==> src/rtl/branch_predictor.sv <==
// Gshare branch predictor: 2-bit saturating counter BHT indexed by PC (optionally XOR
// global history), trained non-speculatively from MEM, initialised by a post-reset sweep.
module branch_predictor #(
  parameter int INDEX_BITS = 6,
  parameter int GHR_BITS   = 4,
  parameter bit GHR_ENABLE = 1'b1
) (
  input  logic                  clk,
  input  logic                  reset,
  input  logic [31:0]           in_addr,
  input  logic [31:0]           offset,
  input  logic                  branch_decode_sig,
  input  logic                  upd_valid,
  input  logic [INDEX_BITS-1:0] upd_index,
  input  logic                  upd_taken,
  output logic                  prediction,
  output logic [INDEX_BITS-1:0] pred_index,
  output logic [31:0]           branch_addr,
  output logic                  init_done
);

  localparam int ENTRIES = 1 << INDEX_BITS;

  typedef enum logic {INIT, RUN} state_t;

  state_t                state;
  logic [INDEX_BITS-1:0] sweep;
  logic [GHR_BITS-1:0]   ghr;
  logic [GHR_BITS-1:0]   ghr_next;
  logic [1:0]            bht [ENTRIES];

  logic [INDEX_BITS-1:0] pc_idx;
  logic [INDEX_BITS-1:0] ghr_ext;
  logic                  wr_en;
  logic [INDEX_BITS-1:0] wr_addr;
  logic [1:0]            wr_data;
  logic [1:0]            cur;

  assign pc_idx  = in_addr[INDEX_BITS+1:2];
  assign ghr_ext = INDEX_BITS'(ghr);

  generate
    if (GHR_BITS > 1) begin : g_shift
      assign ghr_next = {ghr[GHR_BITS-2:0], upd_taken};
    end else begin : g_single
      assign ghr_next = upd_taken;
    end
  endgenerate

  always_comb begin
    pred_index  = GHR_ENABLE ? (pc_idx ^ ghr_ext) : pc_idx;
    prediction  = bht[pred_index][1] & branch_decode_sig & init_done;
    branch_addr = in_addr + offset;
  end

  // Single write port: the init sweep owns it in INIT, training owns it in RUN.
  always_comb begin
    wr_en   = 1'b0;
    wr_addr = sweep;
    wr_data = 2'b01;
    cur     = bht[upd_index];
    if (!reset) begin
      if (state == INIT) begin
        wr_en = 1'b1;
      end else if (upd_valid) begin
        wr_en   = 1'b1;
        wr_addr = upd_index;
        if (upd_taken) wr_data = (cur == 2'b11) ? cur : cur + 2'd1;
        else           wr_data = (cur == 2'b00) ? cur : cur - 2'd1;
      end
    end
  end

  always_ff @(posedge clk) begin
    if (wr_en) bht[wr_addr] <= wr_data;
  end

  always_ff @(posedge clk) begin
    if (reset) begin
      state     <= INIT;
      sweep     <= '0;
      ghr       <= '0;
      init_done <= 1'b0;
    end else begin
      case (state)
        INIT: begin
          sweep <= sweep + 1'b1;
          if (sweep == '1) begin
            state     <= RUN;
            init_done <= 1'b1;
          end
        end
        RUN: begin
          if (upd_valid) ghr <= ghr_next;
        end
        default: state <= INIT;
      endcase
    end
  end

endmodule

==> config.mk <==
export PLATFORM = sky130hd
export DESIGN_NAME = branch_predictor
export DESIGN_NICKNAME = d
export VERILOG_FILES = /design/src/rtl/branch_predictor.sv
export SDC_FILE = /design/constraint.sdc
export NUM_CORES = 1
export LEC_CHECK = 0
export CAP_MARGIN = 10
export CORE_MARGIN = 1.5
export CORE_UTILIZATION = 29
export CTS_CLUSTER_SIZE = 16
export DETAILED_ROUTE_END_ITERATION = 7
export SETUP_SLACK_MARGIN = 0.4
export SYNTH_ARGS = -nofsm -noshare
export SYNTH_HDL_FRONTEND = slang
export SYNTH_SLANG_ARGS = --single-unit
==> constraint.sdc <==
create_clock -name clk -period 15.3 [get_ports clk]
set_input_delay 3.06 -clock clk [delete_from_list [all_inputs] [get_ports clk]]
set_output_delay 3.06 -clock clk [all_outputs]
set_load 0.02 [all_outputs]
Word-level counts from Yosys, hierarchy flattened --
Memory sizes are Yosys's and may differ from the RTL's. Index checks and enable logic that the tools add are counted.
Word-level totals: output and inout bits 40, memories 1, RAM bits 128, flip-flop bits (word level) 12
Memories:
- bht | depth 64, bits a word 2, read ports 2, clocked after Yosys merged registers in 0, write ports 1, RTL line 30 | logic [1:0] bht [ENTRIES];
Cells by class: reduce and logical (&&, ||, !) cells 3, $add $sub $neg 4, eq/ne operators 2, mux-type cells 16, bitwise logic cells 4
Operators by type and width (count):
- adder 32 bit | 1
- 2-to-1 mux 6 bit | 3
- 2-to-1 mux 2 bit | 6
- 2-to-1 mux 1 bit | 7
- adder 6 x 1 -> 6 bit, second input constant | 1
- == test 6 bit, second input constant | 1
- XOR 6 x 4 -> 6 bit | 1
- AND reduction 2 bit | 2
- adder 2 x 1 -> 2 bit, second input constant | 1
- AND 1 bit | 2
- == test 2 bit, second input constant | 1
- zero test 2 bit | 1
- subtractor 2 x 1 -> 2 bit, second input constant | 1
- inverter 1 bit | 1

Logic depth before layout (Yosys ltp) --
Gate-level depths: netlist (run 1). An unclocked memory read counts as a cell.
depth after elaboration 7, mapped depth 12

Worst setup path before layout (run 1) --
No wires, ideal clock.
kind input to output, start input offset[5], end output branch_addr[31], setup slack 6623 ps, required time 12240 ps, stages 10, arrival 5617 ps, cell sequence ha_1 a21o_1 a221o_1 a211oi_2 o32ai_1 o211a_1 a311o_1 a221oi_1 o21bai_1 xnor2_1
Between the ends: longest elaborated chain between the ends 1
RTL lines:
- from (decl) | RTL line 11 | input logic [31:0] offset,
- adder 32 bit | RTL line 53 | branch_addr = in_addr + offset;
- to (decl) | RTL line 18 | output logic [31:0] branch_addr,
Every way passes these cells.

Final worst setup path (run 1) --
start input in_addr[2], end output prediction
Between the ends: longest elaborated chain between the ends 4
RTL lines:
- from (decl) | RTL line 10 | input logic [31:0] in_addr,
- XOR 6 x 4 -> 6 bit | RTL line 51 | pred_index = GHR_ENABLE ? (pc_idx ^ ghr_ext) : pc_idx;
- memory read (64 x 2 bit)
- AND 1 bit (2 in series) | RTL line 52 | prediction = bht[pred_index][1] & branch_decode_sig & init_done;
- to (decl) | RTL line 16 | output logic prediction,
Every way passes these cells.

==> results of run 1 <==
==> synthesized netlist by cell type (all sizes together), types with 10 or more instances <==
cell,instances
inv,14
clkbuf,10
a21o,14
nor2b,10
nor2,88
a21oi,37
dfxtp,12
ha,32
buf,11
nand3,13
xor2,16
mux4,63
xnor2,21
nand2,41
edfxtp,128
o21ai,21
==> worst min path at each step <==
| stage | end | depth (start not counted) |
|---|---|---|
| 2_1_floorplan | ghr[3] | 2 |
| 5_1_grt | ghr[3] | 2 |
| 3_5_place_dp | ghr[3] | 2 |
| 4_1_cts | ghr[3] | 2 |
| 6_report | ghr[3] | 2 |
| 3_3_place_gp | ghr[3] | 2 |
==> per-layer routing <==
| metal | up-vias | GRT usage (%) | share of wire, % |
|---|---|---|---|
| met5 | - | 0 | 0 |
| met4 | 0 | 5.47 | 2.4 |
| met3 | 34 | 3.86 | 8.1 |
| met2 | 247 | 25.7 | 48 |
| met1 | 2724 | 19.3 | 41 |
| li1 | 2552 | - | - |
==> metrics by stage <==
step,util (%),power (mW)
2_1_floorplan,-,0.531
3_3_place_gp,35.2,0.614
3_5_place_dp,35.2,0.614
4_1_cts,37.4,1.04
5_1_grt,37.4,1.07
6_report,37.4,1.03
==> layout make-up <==
class                           count  area [µm²]
Clock inverter                     14         184
Inverter                           14        52.6
Multi-Input combinational cell    422        3730
Tap cell                          341         427
Timing Repair Buffer              118        1160
Fill cell                        2572       16800
Clock buffer                       18         429
Sequential cell                   140        4080
==> power breakdown <==
group,total (mW),leakage [nW],internal (mW),switching [mW]
sequential,0.414,1.50,0.413,0.00142
clock,0.426,0.298,0.260,0.166
combinational,0.192,1.89,0.0928,0.0989
total,1.03,3.69,0.766,0.266
==> logic make-up after synthesis <==
family | Yosys count | share of synthesized area [%]
and+or+nand+nor | 184 | 10.4
DFF | 140 | 51.5
buffers and inverters | 35 | 2.00
xor gates and xnor gates | 37 | 4.18
muxes | 66 | 18.4
adders and majority gates | 33 | 5.30
AOI/OAI and AO/OA | 102 | 8.21
==> flip-flops by register name, indices dropped and copies added (netlist names) <==
| register | count |
|---|---|
| bht | 128 |
| sweep | 6 |
| ghr | 4 |
| init_done | 1 |
| state | 1 |
==> critical path, delay by kind of cell <==
kind / cells / cell delay [ns]
buffers and inverters: 2 / 1.10
muxes: 3 / 1.73
xor gates and xnor gates: 1 / 0.69
and+or+nand+nor: 1 / 0.20
==> impl_results.md, run 1 <==
- Status: completed
- Yosys warnings: 0
- Initial antenna violation count: 0
- Final setup viols: 0
- TritonCTS clock tree: yes
- Placed Instance Area: 9450 µm²
- Hpwl dp: 15,200 µm
- Worst r2r dst: bht[20][0]
- Final WL: 21,300 µm
- Layout cell share with drive strength beyond 1: between 10% and 20%
- Synth top area share: 48.5%
- Class of the worst hold path: flop to flop
- Final worst setup slack: 5.45 ns
- Via count: roughly 5,600
- Top cells by area, synth: edfxtp_1 48%, mux4_2 17%, ha_1 5.1%, nor2_1 4.2%, dfxtp_1 3.0%
- Pre-CTS setup slack: 5.42 ns
- Commonest non-fill, non-tap cells in the layout: 128 x edfxtp_1, 112 x clkdlybuf4s50_1, 88 x nor2_1
- Die ar.: 28,300 µm²
- Post-synth ARST share: 0%
- Crit share post-route: 64.4%
- Drt first pass iters: 5
- ANT nets after route: 0
- CP Class: input port to primary output
- Hold slack: 0.471 ns
- CP startpoint: in_addr[2]
- Yosys cell types: 55
- CTS clk-pin slew, worst paths: 0.06 ns
- Grt ovf: 0
- Synthesized instance count: 597
- Maximum fanout along the worst path: 17
- CP peak stage delay: approximately 0.69 ns
- Placement Rows: 60
- Final slew viol count: 0
- Clock Tree Buf Depth: 2
- Avg Inst Size Synth: 13.3 µm²
- Worst Skew: 0.00815 ns
- DR vias/cell: 5.21
- Hold Path Origin: ghr[3]
- Worst path cell trace: clkdlybuf4s50_1 -> xor2_4 -> mux4_1 -> mux4_2 -> mux4_2 -> and3_1 -> clkdlybuf4s50_1
- Worst Max-Slew Pin Slew: 1.17 ns
- P&R area growth vs syn: 26.9%
- Post-synth EDFFs: 128
- Yosys reg bits: 140
- Commonest non-fill, non-tap cell in the layout: edfxtp_1
- Worst reg2reg path depth: 7
- Post-CTS Setup Repair Bufs: 0
- MaxCap Viol Count: 0
- Gpl congestion: 0.892
- GRT Total Usage: between 15 and 20%
- Syn Nets: a little over 700
- CP required: 12.24 ns
- Design area: 10,100 µm²
- Core Region: 26,900 µm²
- Cts repair resizes: 0
- DIE HEIGHT: 168 µm
- Sequential area share after synthesis: 51.5%
- Worst reg2reg setup slack: ~12 ns
- Antenna Cells: 0
- Clock latency on the worst-skew pair: 0.42 ns
- Fin crit period: 9.85 ns
- Setup_tns: 0 ns
- Largest net degree at the start of global routing: 40
- Crit path DAT: 6.79 ns
- Top_reg_cell synth: edfxtp_1
- Finished Layout Cells: 1,067
- Relative slew slack: between 20 and 25%
- Reg2reg start: bht[32][0]
- F_max: 102 MHz
- Htree depth: 4
- Peak supply drop: 67.5 µV
- Placed Cells incl. Taps: 1,035
- First-pass GRT wire length: 32,700 µm
- RSZ-0062 raised after global routing: no
- DRC errors left: 0
- CP Capture Point: prediction
- # hold bufs at CTS: 0
- Cts bufs inserted: 17
- Final #Nets: 821
- CP endpoint kind: primary output
- Top-Level Pins: 115
- DRT iter0 DRCs: 508
- CP max stage cell: xor2_4
- Fin. Hold Viols: 0
- CP Launch Type: input port
- Initial Utilization: 29.5%
- Number of global-route vias before repair: 5,683
- Total power divided by cell area: 103 nW/µm²
- Mapped Area: roughly 7900 µm²
- CTS Root Cell: clkbuf_16
- PortBufs: between 100 and 150
- Yosys top cell by area: edfxtp_1
- Die X-Extent: about 170 µm
- Leak Pwr: 3.69 nW
- WL/cell: 20.0 µm
- Clock tree sinks: 140
(Power assumes the default switching activity.)
==> inputs of run 2 (changes only) <==
==> constraint.sdc (replaced) <==
create_clock -name clk -period 8.99 [get_ports clk]
set_input_delay 1.798 -clock clk [delete_from_list [all_inputs] [get_ports clk]]
set_output_delay 1.798 -clock clk [all_outputs]
set_load 0.02 [all_outputs]
==> run 2 against run 1 <==
- register-to-register slack worse by 6.3 ns
- global-route usage is 0.22 points lower
- total power is 63% higher
- combinational power is 70% higher
- setup slack worse by 3.8 ns
- final cell count stayed put
- clock skew is 0.0012 ns lower
- sequential share of layout area is 0.25 points higher
- critical path depth stayed put
- first-iteration DRC count is 9.3% lower
- wire length is 0.40% lower
- via count is 1.5% lower
- largest power group is now sequential cells
==> impl_results.md, run 2 (synthesized netlist as in run 1, its figures left out) <==
- ANT nets after route: 0 (unchanged)
- Fin util: 37.2% (-0.23 points)
- F_max: 137 MHz
- Leak Pwr: 3.65 nW (-1.1%)
- Max FFs per register: 128 (unchanged)
- Hold slack: 0.467 ns (-0.00400 ns)
- Initial antenna violation count: 0 (unchanged)
- Cts bufs inserted: 17 (unchanged)
- Grt ovf: 0 (unchanged)
- Commonest non-fill, non-tap cells in the layout: 128 x edfxtp_1, 112 x clkdlybuf4s50_1, 88 x nor2_1
- Largest Register: bht
- Placed Cells incl. Taps: 1,035 (unchanged)
- Clock latency on the worst-skew pair: 0.41 ns (about the same)
- GRT Total Usage: 15.1% (-0.22 points)
- Hpwl dp: 15,400 µm (+0.91%)
- Antenna Cells: 0 (unchanged)
- Layout cell share with drive strength beyond 1: 14.3% (-0.14 points)
- Top-Level Pins: 115 (unchanged)
- PortBufs: 114 (unchanged)
- Final WL: 21,200 µm (-0.40%)
- Status: completed
- Cts repair resizes: 0 (unchanged)
- Worst Max-Slew Pin Slew: 1.13 ns (-0.0430 ns)
- Fin. Hold Viols: 0 (unchanged)
- Class of the worst hold path: flop to flop
- CP required: 7.19 ns (-5.05 ns)
- DIE HEIGHT: 168 µm (unchanged)
- Crit path DAT: 5.51 ns (-1.28 ns)
- DRC errors left: 0 (unchanged)
- CP endpoint kind: primary output
- WL/cell: 19.9 µm (-0.40%)
- Setup_tns: 0 ns (unchanged)
- Relative slew slack: 24.9% (+2.9 points)
- Fin crit period: 7.31 ns
- Clock tree sinks: 140 (unchanged)
- DRT iter0 DRCs: 461 (-9.3%)
- First-pass GRT wire length: 32,000 µm (-2.2%)
- DR vias/cell: 5.13 (-1.5%)
- # hold bufs at CTS: 0 (unchanged)
- Pre-CTS setup slack: 1.64 ns (-3.78 ns)
- Largest net degree at the start of global routing: 40 (unchanged)
- Peak supply drop: 113 µV (+68%)
- CTS Root Cell: clkbuf_16
- Final setup viols: 0 (unchanged)
- Worst Skew: 0.00694 ns (-0.00121 ns)
- Final worst setup slack: 1.68 ns (-3.77 ns)
- Top Registers: bht (128), sweep (6), ghr (4)
- Placed Instance Area: 9450 µm² (unchanged)
- Finished Layout Cells: 1,067 (unchanged)
- Initial Utilization: 29.5% (unchanged)
- Core Region: 26,900 µm² (unchanged)
- P&R area growth vs syn: 26.2%
- Design area: 10,000 µm² (-0.62%)
- CTS clk-pin slew, worst paths: 0.06 ns (about the same)
- Die X-Extent: 168 µm (unchanged)
- Number of global-route vias before repair: 5,531 (-2.7%)
- Via count: 5,476 (-1.5%)
- Clock Tree Buf Depth: 2 (unchanged)
- Drt first pass iters: 5 (unchanged)
- Die ar.: 28,300 µm² (unchanged)
- Post-CTS Setup Repair Bufs: 0 (unchanged)
- Gpl congestion: 0.881 (-1.2%)
- RSZ-0062 raised after global routing: no
- Commonest non-fill, non-tap cell in the layout: edfxtp_1
- Placement Rows: 60 (unchanged)
- CP Class: input port to primary output
- MaxCap Viol Count: 0 (unchanged)
- Htree depth: 4 (unchanged)
- Final slew viol count: 0 (unchanged)
- CP Launch Type: input port
- Maximum fanout along the worst path: 17 (unchanged)
- Total power divided by cell area: 168 nW/µm² (+64%)
- Crit share post-route: 81.3%
- Final #Nets: 821 (unchanged)
- Total power: 1.68 mW (+63%)
- TritonCTS clock tree: yes
==> run 2: changes by cell type in the layout (fill, tap and decap cells not counted), sizes merged <==
cell	change
clkinvlp	+4
bufinv	-2
inv	-3
clkinv	+1
==> run 2: worst max-delay path, stage by stage <==
cell and delay (ns):
clkdlybuf4s50_1 0.57, xor2_4 0.70, mux4_1 0.66, mux4_2 0.52, mux4_2 0.52, and3_1 0.20
clkdlybuf4s50_1 0.53
==> run 2: area by class of cell <==
class | count | area, µm²
well taps | 341 | 427
inverters | 14 | 52.6
clock inverters | 14 | 121
flip-flops and latches | 140 | 4080
clock buffers | 18 | 429
fillers | 2574 | 16900
repair buffers | 118 | 1160
multi-input cells | 422 | 3730
==> run 2: power by group <==
group          switching (mW)  internal [mW]  total, mW
Combinational           0.168          0.158      0.326
Sequential            0.00262          0.702      0.705
Clock                   0.270          0.380      0.649
Total                   0.440           1.24       1.68
==> run 2: final timing paths <==
check	start	end	slack [ns]	cells past startpoint
worst max-delay path	in_addr[2]	prediction	1.68	7
worst min register to register	ghr[3]	ghr[3]	0.47	2
worst max register to register	bht[47][0]	bht[5][0]	5.60	7
worst min-delay path	ghr[3]	ghr[3]	0.47	2
==> run 2: per-layer routing <==
metal | share of wire, % | global-route usage (%) | vias to the layer above
li1 | - | - | 2550
met1 | 42 | 18.3 | 2676
met2 | 49 | 25.9 | 224
met3 | 7.7 | 4.40 | 26
met4 | 1.8 | 5.05 | 0
met5 | 0 | 0 | -
